File: src/rtl/fp8_pkg.sv
// Shared FP8 (E4M3) / BF16 field definitions and constants, used by both the
// unpacker here and the BF16->FP8 quantizer.
package fp8_pkg;

    localparam int unsigned FP8_EXP_W          = 4;
    localparam int unsigned FP8_MAN_W          = 3;
    localparam int unsigned FP8_BIAS           = 7;
    localparam int unsigned BF16_BIAS          = 127;
    localparam logic [7:0]  FP8_BF16_EXP_DELTA = 8'(BF16_BIAS - FP8_BIAS);
    localparam logic [6:0]  BF16_QNAN_PAYLOAD  = 7'h40;

    typedef struct packed {
        logic                 s;
        logic [FP8_EXP_W-1:0] e;
        logic [FP8_MAN_W-1:0] m;
    } fp8_t;

    typedef struct packed {
        logic       s;
        logic [7:0] e;
        logic [6:0] m;
    } bf16_t;

endpackage

File: src/rtl/fp8_to_bf16_lane.sv
// Combinational decode of one E4M3 byte to BF16 with a NaN flag.
// FP8_SUBNORM_EN: normalize subnormals exactly; otherwise flush them to signed zero.
module fp8_to_bf16_lane
    import fp8_pkg::*;
(
    input  logic [7:0]  fp8,
    output logic [15:0] bf16,
    output logic        is_nan
);

    fp8_t  f;
    bf16_t r;

    assign f = fp8_t'(fp8);

    always_comb begin
        r      = '{s: f.s, e: 8'h00, m: 7'h00};
        is_nan = 1'b0;
        if (f.e == 4'hF && f.m == 3'h7) begin
            // E4M3 has no infinities; only the all-ones pattern is NaN
            r.e    = 8'hFF;
            r.m    = BF16_QNAN_PAYLOAD;
            is_nan = 1'b1;
        end else if (f.e != 4'h0) begin
            r.e = {4'h0, f.e} + FP8_BF16_EXP_DELTA;
            r.m = {f.m, 4'h0};
        end else if (f.m != 3'h0) begin
`ifdef FP8_SUBNORM_EN
            // value = 0.m * 2^-6; shift the leading one into the hidden bit
            if (f.m[2]) begin
                r.e = 8'd120;
                r.m = {f.m[1:0], 5'h00};
            end else if (f.m[1]) begin
                r.e = 8'd119;
                r.m = {f.m[0], 6'h00};
            end else begin
                r.e = 8'd118;
                r.m = 7'h00;
            end
`else
            r.e = 8'h00;
            r.m = 7'h00;
`endif
        end
        bf16 = r;
    end

endmodule

File: src/rtl/fp8_to_bf16_unpacker.sv
// Streaming unpacker: one LANES-wide FP8 word in, one BF16 per cycle out, lane 0 first.
// Subnormal handling follows FP8_SUBNORM_EN in fp8_to_bf16_lane.
module fp8_to_bf16_unpacker
    import fp8_pkg::*;
#(
    parameter int unsigned LANES = 4
) (
    input  logic               clk,
    input  logic               rst_n,
    input  logic               in_valid,
    output logic               in_ready,
    input  logic [8*LANES-1:0] in_data,
    output logic               out_valid,
    input  logic               out_ready,
    output logic [15:0]        out_bf16,
    output logic               out_last,
    output logic               nan_seen,
    input  logic               nan_clr
);

    localparam int unsigned LANE_W = $clog2(LANES);

    logic [8*LANES-1:0] hold;
    logic               full;
    logic [LANE_W-1:0]  lane;

    logic [7:0] cur_byte;
    logic       cur_nan;
    logic       accept;
    logic       emit;

    // Handshakes: a transfer happens on a rising edge where valid && ready.
    // A producer holds valid/data until it transfers; ready may depend on
    // the other side's ready (in_ready follows out_ready on the last lane).
    assign out_valid = full;
    assign out_last  = full && (lane == LANE_W'(LANES - 1));
    assign in_ready  = !full || (out_ready && out_last);
    assign accept    = in_valid && in_ready;
    assign emit      = out_valid && out_ready;

    assign cur_byte = hold[{lane, 3'b000} +: 8];

    fp8_to_bf16_lane u_lane (
        .fp8    (cur_byte),
        .bf16   (out_bf16),
        .is_nan (cur_nan)
    );

    always_ff @(posedge clk or negedge rst_n) begin
        if (!rst_n) begin
            hold <= '0;
            full <= 1'b0;
            lane <= '0;
        end else if (accept) begin
            // also covers last-lane consume + new word in the same cycle
            hold <= in_data;
            full <= 1'b1;
            lane <= '0;
        end else if (emit) begin
            if (out_last) begin
                full <= 1'b0;
                lane <= '0;
            end else begin
                lane <= lane + LANE_W'(1);
            end
        end
    end

    always_ff @(posedge clk or negedge rst_n) begin
        if (!rst_n) begin
            nan_seen <= 1'b0;
        end else if (nan_clr) begin
            nan_seen <= 1'b0;
        end else if (emit && cur_nan) begin
            nan_seen <= 1'b1;
        end
    end

endmodule

File: config.mk
export PLATFORM = sky130hd
export DESIGN_NAME = fp8_to_bf16_unpacker
export DESIGN_NICKNAME = d
export VERILOG_FILES = /design/src/rtl/fp8_pkg.sv /design/src/rtl/fp8_to_bf16_lane.sv /design/src/rtl/fp8_to_bf16_unpacker.sv
export SDC_FILE = /design/constraint.sdc
export NUM_CORES = 1
export LEC_CHECK = 0
export BUFFER_PORTS_ARGS = -buffer_cell sky130_fd_sc_hd__buf_4
export CAP_MARGIN = 0
export CORE_ASPECT_RATIO = 0.6
export CORE_UTILIZATION = 45
export DETAILED_ROUTE_END_ITERATION = 16
export PLACE_DENSITY = 0.83
export SETUP_SLACK_MARGIN = 0.1
export SLEW_MARGIN = 20
export SYNTH_ARGS = -nofsm -noshare
export SYNTH_HDL_FRONTEND = slang
export SYNTH_SLANG_ARGS = --single-unit
File: constraint.sdc
create_clock -name clk -period 1.95 [get_ports clk]
set_clock_uncertainty 0.1 [all_clocks]
set_input_delay 0.39 -clock clk [delete_from_list [all_inputs] [get_ports clk]]
set_output_delay 0.39 -clock clk [all_outputs]
set_load 0.03 [all_outputs]
# == Word level (Yosys, flattened, before mapping) ==
# Cells that the tools add are included.
# op_classes
eq_ne,3
mux,11
shifts,1
addsub,2
reduce_logical,13
# ops
cell,count
32-bit by 6-bit variable part select with 8-bit output,1
15-bit 2-to-1 mux,2
"4-bit by 7-bit adder with 8-bit output, second input constant",1
1-bit logical AND,6
1-bit 2-to-1 mux,6
2-bit 2-to-1 mux,3
2-bit nonzero test,3
"4-bit == test, second input constant",1
4-bit nonzero test,1
"3-bit == test, second input constant",1
"2-bit by 1-bit adder with 2-bit output, second input constant",1
"2-bit == test, second input constant",1
2-bit AND reduction,1
1-bit zero test,1
1-bit logical OR,1
# word_totals
elab_cells,34
out_inout_bits,20
regBits,36
in_bits,37

# == Logic depth before layout (Yosys ltp) ==
# Gate-level depths: netlist (run 1).
# logic_depth
ltp_word,7
ltp_mapped,5
ltp_nobuf,4

# == Hierarchy ==
# A second synthesis (run 1) with hierarchy kept.
# unflattened
hier_cells,196
hier_area_um2,2230.9
# modules_own_cells
module,seq_area_each_um2,area_per_inst_um2,cells_each,instances
fp8_to_bf16_unpacker,900.9,2069.5,172,1
fp8_to_bf16_lane,0.0,161.4,24,1

# == Worst setup path before layout (run 1) ==
# OpenSTA, ideal clock, no wires.
# synth_timing
kind,register to output
start,reg lane[0]
end,out out_bf16[4]
slack_ps,-719
path_stages_with_launch,5
required_ps,1460
arrival_ps,2179
n_path_buf,1
cell_sequence,dfrtp_1 > buf_6 > mux4_2 > and3_4 > a211oi_1
# synth_via
elab_chain_cells,4
elab_cells_between_ends,7
cone_classes,eq/ne: 2; shift: 1; mux: 2; reduce/logical: 2
# synth_lines
element,line_no,source
"start, declared",fp8_to_bf16_unpacker.sv:25,logic [LANE_W-1:0] lane;
"start signal, assigned",fp8_to_bf16_unpacker.sv:64,lane <= lane + LANE_W'(1);
32-bit by 6-bit variable part select with 8-bit output *,fp8_to_bf16_unpacker.sv:41,"assign cur_byte = hold[{lane, 3'b000} +: 8];"
"4-bit nonzero test, or another cell as far along",fp8_to_bf16_lane.sv:24,end else if (f.e != 4'h0) begin
15-bit 2-to-1 mux or 1-bit logical AND (tied branches),"fp8_to_bf16_lane.sv:24, fp8_to_bf16_lane.sv:19",
15-bit 2-to-1 mux *,fp8_to_bf16_lane.sv:19,if (f.e == 4'hF && f.m == 3'h7) begin
"end, declared",fp8_to_bf16_unpacker.sv:15,"output logic [15:0] out_bf16,"
# Every way passes the cells marked *; elsewhere a longest branch is shown, timed or not.

# == Worst setup path in the final report (run 1) ==
# layout_timing
start,reg lane[0]
end,out out_bf16[5]
# Same word-level chain as after synthesis.

==> metrics.md, run 1 <==
| Metric | Value |
|---|---|
| Initial antenna violation count | 0 |
| Number of library cell types mapped by synthesis | 27 |
| First-pass GRT wire length | 6040 µm |
| Worst slack, placed | -0.323 ns |
| Peak supply drop | 2.02 mV |
| Net count, final | 228 |
| Root buf cell | clkbuf_8 |
| # IOs | 57 |
| Total die area | around 4100 µm² |
| Largest net degree at the start of global routing | 37 |
| ANT nets after route | 0 |
| #FFs+latches synth | 36 |
| Clk buf depth | 2 |
| Initial DRC count | 46 |
| Min cycle time layout | ~2.6 ns |
| Fmax | 380 MHz |
| Post-layout power | 5.52 mW |
| Logic pwr share | 0.659 |
| Failing checks | setup timing |
| Total wire length | 4490 µm |
| Final Util | 0.758 |
| R2R Path Start | lane[0] |
| Pre-Repair DR Iteration Count | 4 |
| Initial Utilization | 0.469 |
| DR vias | 1267 |
| CP endpoint kind | primary output |
| Clock share of power | 0.098 |
| Mapped Avg Cell Area | 15.4 µm² |
| Post-route setup slack | -0.679 ns |
| Final setup vio count | 24 |
| Sw power | 2.10 mW |
| Die Height | 50.0 µm |
| Post-Syn Area | 1730 µm² |
| PortBufs | 52 |
| Clk_lat worst skew | 0.29 ns |
| Crit start category | register |
| Synth top area cells | dfrtp_1, mux2_2, mux4_1, mux4_2, buf_4 |
| Dpl hpwl | ~2700 µm |
| Hold WC Path Type | primary input to register |
| Ys flop type | dfrtp_1 |
| Yosys warning count | 0 |
| DRC Markers | 0 |
| Core Footprint | 3680 µm² |
| CP Data Required Time | roughly 1.5 ns |
| Worst hold slack | 0.226 ns |
| Flop pwr share | 0.243 |
| Area delta synth->final | 61.6% |
| Arrival time worst endpoint | 2.14 ns |
| Hold Vio Cnt, Final | 0 |
| Via density | 5.32 |
| Asr flop ratio synth | 1.00 |
| Worst Setup SP | lane[0] |
| Final worst path period share | 1.35 |
| WS Path Type | register to primary output |
| Seq/Total Area, Yosys | 0.522 |
| Beginning of the worst hold path | in_data[27] |
| EDFF count, synth | 0 |
| Highest fanout seen on the critical path | 4 |
| GRT Overall Usage | 0.209 |
| Num CTS Buffers | 5 |
| Clk pin slew, worst setup/hold paths | 0.07 ns |
| CTS tree | done |
| Maxcap violations | 0 |
| Clk sinks | 36 |
| TNS Setup | -6.40 ns |
| Synth cell count leaders | dfrtp_1, mux2_2, buf_4 |
| Synth area leader | dfrtp_1 |
| Count leader, synth | dfrtp_1 |
| Gr ovfl total | 0 |
| Slew Viols, Final | 0 |
| Synthesized netlist cell count | 112 |
| Vias in the first global route | 1199 |
| RSZ-0062 raised after global routing | true |
| H-tree Lvls | 2 |
| Rows | 17 |
| Net Sw Frac | 0.380 |
| Share of cells above drive strength 1 | 0.717 |
| N_diodes | 0 |
| P_int | ~3.4 mW |
| Fill cell count | 227 |
| Placer Congestion | 0.754 |
| LEAKAGE | 1.42 nW |
| Synth top area share | 0.522 |
| Wire per inst | 18.8 µm |
| Die W | 82.0 µm |
| Power Dens Cells | 1980 nW/µm² |
| Status | complete, but fails checks |
## per-stage QoR
step | instance area, µm² | instances
after global routing | 2790 | 238
after CTS | 2460 | 229
after detailed placement | 2240 | 214
after global placement | 2240 | 214
after floorplan | 1780 | 115
final | 2790 | 238
## state kept, by name (all words and copies together) (netlist names)
signal	cells
hold	32
out_valid	1
lane	2
nan_seen	1
## per-layer routing
layer	vias to the layer above	track usage	routed length, µm
met5	-	0	0
met4	0	0.0585	87
met3	10	0.0722	312
met2	66	0.303	2010
met1	631	0.296	2070
li1	560	-	-
## repair_timing
action	in CTS	in global routing
hold endpoints to repair	36	0
resized for setup	12	59
pin swaps	2	6
hold buffers	1	0
gates cloned	2	2
setup endpoints to repair	46	47
buffers inserted	4	7
## cell type report
cell class,instances,area [µm²],area share
multi-input cells,65,932,0.334
flip-flops and latches,36,902,0.323
repair buffers,80,797,0.286
clock buffers,6,82.6,0.0296
well taps,47,58.8,0.0211
clock inverters,2,10.0,0.00359
inverters,2,7.51,0.00269
## critical path, cell delays in order (launching register included)
cell and delay [ns]:
dfrtp_1 0.40, buf_6 0.13, buf_4 0.11, mux4_2 0.57
and4_4 0.25, a211oi_2 0.20, buf_4 0.19
## final timing paths
kind / endpoint / slack (ns) / cells past startpoint
max: out_bf16[5] / -0.68 / 6
min: hold[27] / 0.23 / 2
max reg2reg: hold[15] / -0.01 / 8
min reg2reg: hold[26] / 0.40 / 1
max in group asynchronous: lane[1] / 0.91 / 2
min in group asynchronous: hold[29] / 0.50 / 2
## logic make-up (layout without fill, tap and decap cells)
group                      Yosys count  count (layout)  synth area share
other                                1               4           0.00217
adders and majority gates            1               1           0.00725
and+or+nand+nor                     11              11            0.0507
DFF                                 36              36             0.522
buffers and inverters               14              90            0.0522
AOI/OAI and AO/OA                    8               8            0.0384
muxes                               41              41             0.328
## layout by cell type (no fill, tap or decap), types with 3 or more instances in the layout
master / instances
conb_1: 4
clkbuf_8: 6
buf_12: 3
mux4_1: 3
buf_6: 23
buf_4: 48
mux4_2: 5
mux2_4: 32
dfrtp_1: 35
## power groups by stage
stage | clock [mW] | combinational, mW | sequential, mW
after floorplan | 0 | 1.97 | 1.23
after global placement | 0 | 2.63 | 1.30
after detailed placement | 0 | 2.70 | 1.32
after CTS | 0.556 | 2.86 | 1.30
after global routing | 0.599 | 3.83 | 1.38
final | 0.544 | 3.64 | 1.34
Note: power is estimated with default switching activity, not from simulation.
==> run 2: changes to the inputs <==
ABC_AREA = 1   (was not set)
CORE_UTILIZATION = 46   (was 45)
GPL_TIMING_DRIVEN = 0   (was not set)
PLACE_DENSITY = 0.84   (was 0.83)
==> run 2 against run 1 <==
  * The flow still finishes with violations (setup timing)
  * Cell count is 47% higher
  * Count of clock-buffer cells in the layout did not move
  * Clock power increased by 21%
  * Non-clock buffer count up 6
==> metrics.md, run 2 <==
| Metric | Value |
|---|---|
| Peak supply drop | 1.73 mV (was 2.02 mV) |
| Largest net degree at the start of global routing | 37 (unchanged) |
| Dpl hpwl | 3210 µm (was 2670 µm) |
| Area of the multi-input gates | 870 µm² (was 932 µm²) |
| Worst reg2reg path depth | 14 (was 8) |
| Share of cells above drive strength 1 | 0.464 (was 0.717) |
| Total die area | 4240 µm² (was 4100 µm²) |
| Wire per inst | 17.0 µm (was 18.8 µm) |
| Synth area leader | dfrtp_1 (unchanged) |
| Compound-cell area share of the yosys netlist | 0.0950 (was 0.0384) |
| Clk sinks | 36 (unchanged) |
| Num CTS Buffers | 5 (unchanged) |
| Worst slack, placed | -0.209 ns (was -0.323 ns) |
| # IOs | 57 (unchanged) |
| H-tree Lvls | 2 (unchanged) |
| Crit path max-delay family | buffers and inverters (was multiplexers) |
| Die W | 83.4 µm (was 82.0 µm) |
| XOR/XNOR share of the synthesized area | 0 (unchanged) |
| Highest fanout seen on the critical path | 8 (was 4) |
| Clk pin slew, worst setup/hold paths | 0.08 ns (was 0.07 ns) |
| Core Footprint | 3740 µm² (was 3680 µm²) |
| Yosys warning count | 0 (unchanged) |
| R2R Path Start | lane[0] (unchanged) |
| Synth top area share | 0.492 (was 0.522) |
| N_diodes | 0 (unchanged) |
| Final worst path period share | 1.27 (was 1.35) |
| Failing checks | setup timing (unchanged) |
| Clk_lat worst skew | 0.30 ns (was 0.29 ns) |
| Final Util | 0.747 (was 0.758) |
| Finished Layout Cells | 349 (was 238) |
| DR vias | 1877 (was 1267) |
| Synthesized netlist cell count | 222 (was 112) |
| Initial Utilization | 0.489 (was 0.469) |
| Slowest stage delay, CP | 0.42 ns (was 0.57 ns) |
| Synth top area cells | dfrtp_1, nand2_1, a21oi_1, inv_1, nor2_1 (was dfrtp_1, mux2_2, mux4_1, mux4_2, buf_4) |
| Max reg flops | 32 (unchanged) |
| CP Capture Point | out_bf16[11] (was out_bf16[5]) |
| EDFF count, synth | 0 (unchanged) |
| Clk buf depth | 2 (unchanged) |
| Fmax | 402 MHz (was 380 MHz) |
| CP endpoint kind | primary output (unchanged) |
| Initial antenna violation count | 0 (unchanged) |
| LEAKAGE | 1.47 nW (was 1.42 nW) |
| Cells along the critical path | buf_6 -> inv_8 -> buf_6 -> buf_6 -> nand2_2 -> nand3_2 -> nand2_2 -> nor2_4 -> nand2_4 -> o21ai_4 -> buf_6 -> buf_6 (was buf_6 -> buf_4 -> mux4_2 -> and4_4 -> a211oi_2 -> buf_4) |
| Rows | 17 (unchanged) |
| Post-Syn Area | 1830 µm² (was 1730 µm²) |
| ANT nets after route | 0 (unchanged) |
| Post-route setup slack | -0.535 ns (was -0.679 ns) |
| Power Dens Cells | 2050 nW/µm² (was 1980 nW/µm²) |
| Top reg by flops | hold (unchanged) |
| CTS tree | done (unchanged) |
| Register area | 901 µm² (was 902 µm²) |
| Hold WC Path Type | primary input to register (unchanged) |
| GRT Overall Usage | 0.248 (was 0.209) |
| Slew @ Worst Pin | 0.529 ns |
| RR Endpoint | nan_seen (was hold[15]) |
| Seq/Total Area, Yosys | 0.492 (was 0.522) |
| RSZ-0062 raised after global routing | true (unchanged) |
| PortBufs | 52 (unchanged) |
| Reg2reg setup slack | -0.12 ns (was -0.01 ns) |
| Most common cell after layout, fill and taps aside | buf_4 (unchanged) |
| DRC Markers | 0 (unchanged) |
| Fill cell count | 254 (was 227) |
| Placed insts | 324 (was 214) |
| Placer Congestion | 0.842 (was 0.754) |
| Worst rel slew slack | 0.644 |
| Ys flop type | dfrtp_1 (unchanged) |
| Hold Vio Cnt, Final | 0 (unchanged) |
| Largest regs | hold: 32 flops, lane: 2 flops (unchanged) |
| Worst Setup SP | lane[0] (unchanged) |
| Asr flop ratio synth | 1.00 (unchanged) |
| Commonest non-fill, non-tap cells in the layout | buf_4, dfrtp_1, inv_1, nand2_1, nor2_1 (was buf_4, dfrtp_1, mux2_4, buf_6, clkbuf_8) |
| Synth cell count leaders | nand2_1, dfrtp_1, inv_1, nor2_1, a21oi_1 (was dfrtp_1, mux2_2, buf_4) |
| Net count, final | 339 (was 228) |
| Initial DRC count | 107 (was 46) |
| Gr ovfl total | 0 (unchanged) |
| Vias in the first global route | 1730 (was 1199) |
| Bufs and invs on worst path | 6 (was 3) |
| Pre-Repair DR Iteration Count | 4 (unchanged) |
| Area delta synth->final | 52.8% (was 61.6%) |
| Mapped Avg Cell Area | 8.25 µm² (was 15.4 µm²) |
| Total wire length | 5920 µm (was 4490 µm) |
| WS Path Type | register to primary output (unchanged) |
| Slew Viols, Final | 0 (unchanged) |
| Beginning of the worst hold path | nan_clr (was in_data[27]) |
| Count leader, synth | nand2_1 (was dfrtp_1) |
| Final setup vio count | 9 (was 24) |
| Multiplexer area fraction after synthesis | 0.0554 (was 0.328) |
| Main combinational cell family by area after synthesis | simple AND/OR/NAND/NOR gates (was multiplexers) |
| TNS Setup | -3.89 ns (was -6.40 ns) |
| #FFs+latches synth | 36 (unchanged) |
| Number of library cell types mapped by synthesis | 23 (was 27) |
| Crit path depth | 12 (was 6) |
| Post-synthesis adder-cell area fraction | 0.00684 (was 0.00725) |
| Worst path slowest cell | dfrtp_1 (was mux4_2) |
| Cell mode on critical path | buf_6 (was buf_4) |
| Via density | 5.38 (was 5.32) |
| Synth Area in Simple Gates | 0.214 (was 0.0507) |
| Die Height | 50.9 µm (was 50.0 µm) |
| Maxcap violations | 0 (unchanged) |
| Crit start category | register (unchanged) |
| Min cycle time layout | 2.49 ns (was 2.63 ns) |
| CP Data Required Time | 1.46 ns (about the same) |
| Arrival time worst endpoint | 2.00 ns (was 2.14 ns) |
| First-pass GRT wire length | 7880 µm (was 6040 µm) |
| Status | complete, but fails checks (unchanged) |
| Root buf cell | clkbuf_8 (unchanged) |
## run 2: cell count changes in the layout (fill, tap and decap cells not counted), moves of 15 or more
cell / before / now
buf_4: 48 / 63
mux2_4: 32 / 0
a21oi_1: 1 / 23
nand2_1: 2 / 27
inv_1: 2 / 29
nor2_1: 0 / 26
## run 2: what timing repair did
action                                  in CTS  in global routing
endpoints found under the setup margin      12                 49
hold buffers                                 1                  0
endpoints found under the hold margin       36                  0
gates resized for setup                     17                 45
buffers inserted                            11                  5
cloned                                       1                  0
pin swaps                                    7                 16
## run 2: where the power goes
| part | internal [mW] | switching (mW) |
|---|---|---|
| Combinational | 1.63 | 2.21 |
| Clock | 0.380 | 0.281 |
| Sequential | 1.08 | 0.148 |
| Total | 3.10 | 2.63 |
## run 2: layout make-up
class | count | area share
Clock buffer | 6 | 0.0260
Inverter | 31 | 0.0470
Timing Repair Buffer | 69 | 0.199
Buffer | 17 | 0.0617
Clock inverter | 2 | 0.0125
Multi-Input combinational cell | 141 | 0.311
Sequential cell | 36 | 0.322
Tap cell | 47 | 0.0210
## run 2: worst min-delay path by stage
stage / to / slack [ns] / cells after the start
after floorplan: hold[0] / -0.006 / 0
after global placement: hold[22] / 0.27 / 1
after detailed placement: hold[19] / 0.27 / 1
after CTS: nan_seen / 0.13 / 2
after global routing: nan_seen / 0.14 / 2
final: nan_seen / 0.15 / 2
## run 2: kinds of logic (layout without fill, tap and decap cells)
family                     count (synthesis)  count (layout)
DFF                                       36              36
buffers and inverters                     48             125
adders and majority gates                  1               1
AOI/OAI and AO/OA                         33              33
and+or+nand+nor                           94              94
other                                      1               4
muxes                                      9               9
## run 2: routing by layer
metal	up-vias	GRT usage	share of wire
li1	847	-	-
met1	881	0.321	0.40
met2	112	0.403	0.48
met3	37	0.0695	0.082
met4	0	0.0989	0.045
met5	-	0	0
## run 2: per-stage QoR
step                power, mW  hold slack [ns]  cell area (µm²)
floorplan                3.30         -0.00559             1920
global placement         4.03            0.267             2370
detailed placement       4.12            0.275             2370
CTS                      5.15            0.131             2630
global route             5.99            0.144             2800
finish                   5.73            0.151             2800
==> run 3: changes to the inputs <==
RECOVER_POWER = 50   (was not set)
SLEW_MARGIN = 30   (was 20)
==> run 3 against run 2 <==
  * The run still ends with setup timing left
  * Sequential cell count is the same
  * Final area about the same
  * Total power about the same
  * Via count is the same
  * Non-clock buffer count is the same
  * Routed wire length hardly changed
  * Utilization fell by 0.067 points
  * Worst setup slack barely moved
  * Count of clock-buffer cells in the layout unchanged
  * Fmax barely moved
  * Critical path type unchanged
  * Largest cell class unchanged
==> metrics.md, run 3 (synthesis gave the netlist of run 2 again) <==
| Metric | Value |
|---|---|
| Initial antenna violation count | 0 (unchanged) |
| N_diodes | 0 (unchanged) |
| GR Util met3 | 0.0695 (unchanged) |
| Peak supply drop | 1.73 mV (about the same) |
| Vias in the first global route | 1730 (unchanged) |
| LEAKAGE | 1.47 nW (about the same) |
| Clk pin slew, worst setup/hold paths | 0.08 ns (about the same) |
| Hold WC Path Type | primary input to register (unchanged) |
| Top reg by flops | hold (unchanged) |
| Num CTS Buffers | 5 (unchanged) |
| Status | complete, but fails checks (unchanged) |
| Clk sinks | 36 (unchanged) |
| WHS Path Cells | 2 (unchanged) |
| Share of cells above drive strength 1 | 0.464 (unchanged) |
| Min cycle time layout | 2.49 ns (about the same) |
| Total die area | 4240 µm² (unchanged) |
| Total wire length | 5920 µm (about the same) |
| Post-layout power | 5.73 mW (about the same) |
| Fill cell count | 255 (was 254) |
| Largest regs | hold: 32 flops, lane: 2 flops (unchanged) |
| ANT nets after route | 0 (unchanged) |
| PortBufs | 52 (unchanged) |
| Grt peak-use layer | met2 (unchanged) |
| Crit start category | register (unchanged) |
| Die W | 83.4 µm (unchanged) |
| Worst reg2reg path depth | 14 (unchanged) |
| Arrival time worst endpoint | 2.00 ns (about the same) |
| Slew Viols, Final | 0 (unchanged) |
| Power Dens Cells | 2050 nW/µm² (about the same) |
| Reg2reg setup slack | -0.12 ns (about the same) |
| Rows | 17 (unchanged) |
| Wire per inst | 17.0 µm (about the same) |
| RR Endpoint | nan_seen (unchanged) |
| WS Path Type | register to primary output (unchanged) |
| Worst rel slew slack | 0.387 (was 0.644) |
| Slew @ Worst Pin | 0.920 ns (was 0.529 ns) |
| Final setup vio count | 9 (unchanged) |
| Failing checks | setup timing (unchanged) |
| Placer Congestion | 0.842 (unchanged) |
| Maxcap violations | 0 (unchanged) |
| GRT Overall Usage | 0.248 (unchanged) |
| R2R Path Start | lane[0] (unchanged) |
| Max reg flops | 32 (unchanged) |
| Beginning of the worst hold path | nan_clr (unchanged) |
| Fmax | 402 MHz (about the same) |
| Net count, final | 339 (unchanged) |
| RSZ-0062 raised after global routing | true (unchanged) |
| CP endpoint kind | primary output (unchanged) |
| Hold Vio Cnt, Final | 0 (unchanged) |
| Most common cell after layout, fill and taps aside | buf_4 (unchanged) |
| Area delta synth->final | 52.6% (was 52.8%) |
| DRC Markers | 0 (unchanged) |
| Highest fanout seen on the critical path | 8 (unchanged) |
| Commonest non-fill, non-tap cells in the layout | buf_4, dfrtp_1, inv_1, nand2_1, nor2_1 (unchanged) |
| Final worst path period share | 1.27 (about the same) |
| Pre-Repair DR Iteration Count | 4 (unchanged) |
| # IOs | 57 (unchanged) |
| Die Height | 50.9 µm (unchanged) |
| Largest net degree at the start of global routing | 37 (unchanged) |
| DR vias | 1877 (unchanged) |
| Hold Crit Endpoint | nan_seen (unchanged) |
| Dpl hpwl | 3210 µm (unchanged) |
| Via density | 5.38 (unchanged) |
| Root buf cell | clkbuf_8 (unchanged) |
| Initial Utilization | 0.489 (unchanged) |
| Met2 GRT Util | 0.403 (unchanged) |
| Clk_lat worst skew | 0.30 ns (about the same) |
| Core Footprint | 3740 µm² (unchanged) |
| Gr ovfl total | 0 (unchanged) |
| Initial DRC count | 107 (unchanged) |
| Post-route setup slack | -0.535 ns (about the same) |
| TNS Setup | -3.89 ns (about the same) |
| GR Util met1 | 0.321 (unchanged) |
| First-pass GRT wire length | 7880 µm (unchanged) |
| CTS tree | done (unchanged) |
| CP Data Required Time | 1.46 ns (about the same) |
| H-tree Lvls | 2 (unchanged) |
| Clk buf depth | 2 (unchanged) |
-- run 3: area by class of cell --
cell class	instances	area, µm²	share of cell area
multi-input combinational	141	870	0.311
tap	47	58.8	0.0210
clock inverter	2	35.0	0.0125
timing repair buffer	69	553	0.198
buffer	17	173	0.0618
inverter	31	131	0.0470
clock buffer	6	72.6	0.0260
sequential	36	901	0.322
-- run 3: report_power, final --
group,switching [mW],internal (mW)
Sequential,0.148,1.08
Combinational,2.21,1.63
Clock,0.281,0.380
Total,2.63,3.09
-- run 3: how the worst max path moves through the flow --
stage | start | end | slack, ns
6_report | lane[0] | out_bf16[11] | -0.54
3_5_place_dp | lane[1] | out_bf16[11] | -0.21
2_1_floorplan | lane[0] | out_bf16[11] | -0.04
4_1_cts | lane[0] | out_bf16[5] | -0.43
5_1_grt | lane[0] | out_bf16[11] | -0.61
3_3_place_gp | lane[1] | out_bf16[13] | -0.17
-- run 3: repair_timing --
item | CTS | global route
pin swaps | 7 | 16
hold buffers | 1 | 0
endpoints found under the hold margin | 36 | 0
gates resized for setup | 17 | 45
buffers inserted | 11 | 5
endpoints found under the setup margin | 12 | 49
cloned | 1 | 0
-- run 3: routing by layer --
| layer | part of all wire | routed length [µm] | vias up |
|---|---|---|---|
| li1 | - | - | 847 |
| met1 | 0.40 | 2350 | 881 |
| met2 | 0.48 | 2820 | 112 |
| met3 | 0.082 | 488 | 37 |
| met4 | 0.045 | 265 | 0 |
| met5 | 0 | 0 | - |
-- run 3: worst max-delay path, cell delays in order (launching register included) --
cell	delay [ns]
dfrtp_1	0.42
buf_6	0.16
inv_8	0.07
buf_6	0.13
buf_6	0.11
nand2_2	0.05
nand3_2	0.07
nand2_2	0.09
nor2_4	0.16
nand2_4	0.09
o21ai_4	0.10
buf_6	0.13
buf_6	0.11
-- run 3: stage by stage --
| stage | hold WS, ns | cells | worst slack, ns | area [µm²] | utilization |
|---|---|---|---|---|---|
| floorplan | -0.00559 | 225 | -0.0415 | 1920 | - |
| global placement | 0.267 | 324 | -0.167 | 2370 | 0.633 |
| detailed placement | 0.275 | 324 | -0.209 | 2370 | 0.633 |
| CTS | 0.131 | 345 | -0.430 | 2630 | 0.703 |
| global route | 0.144 | 349 | -0.609 | 2790 | 0.746 |
| finish | 0.151 | 349 | -0.535 | 2790 | 0.746 |
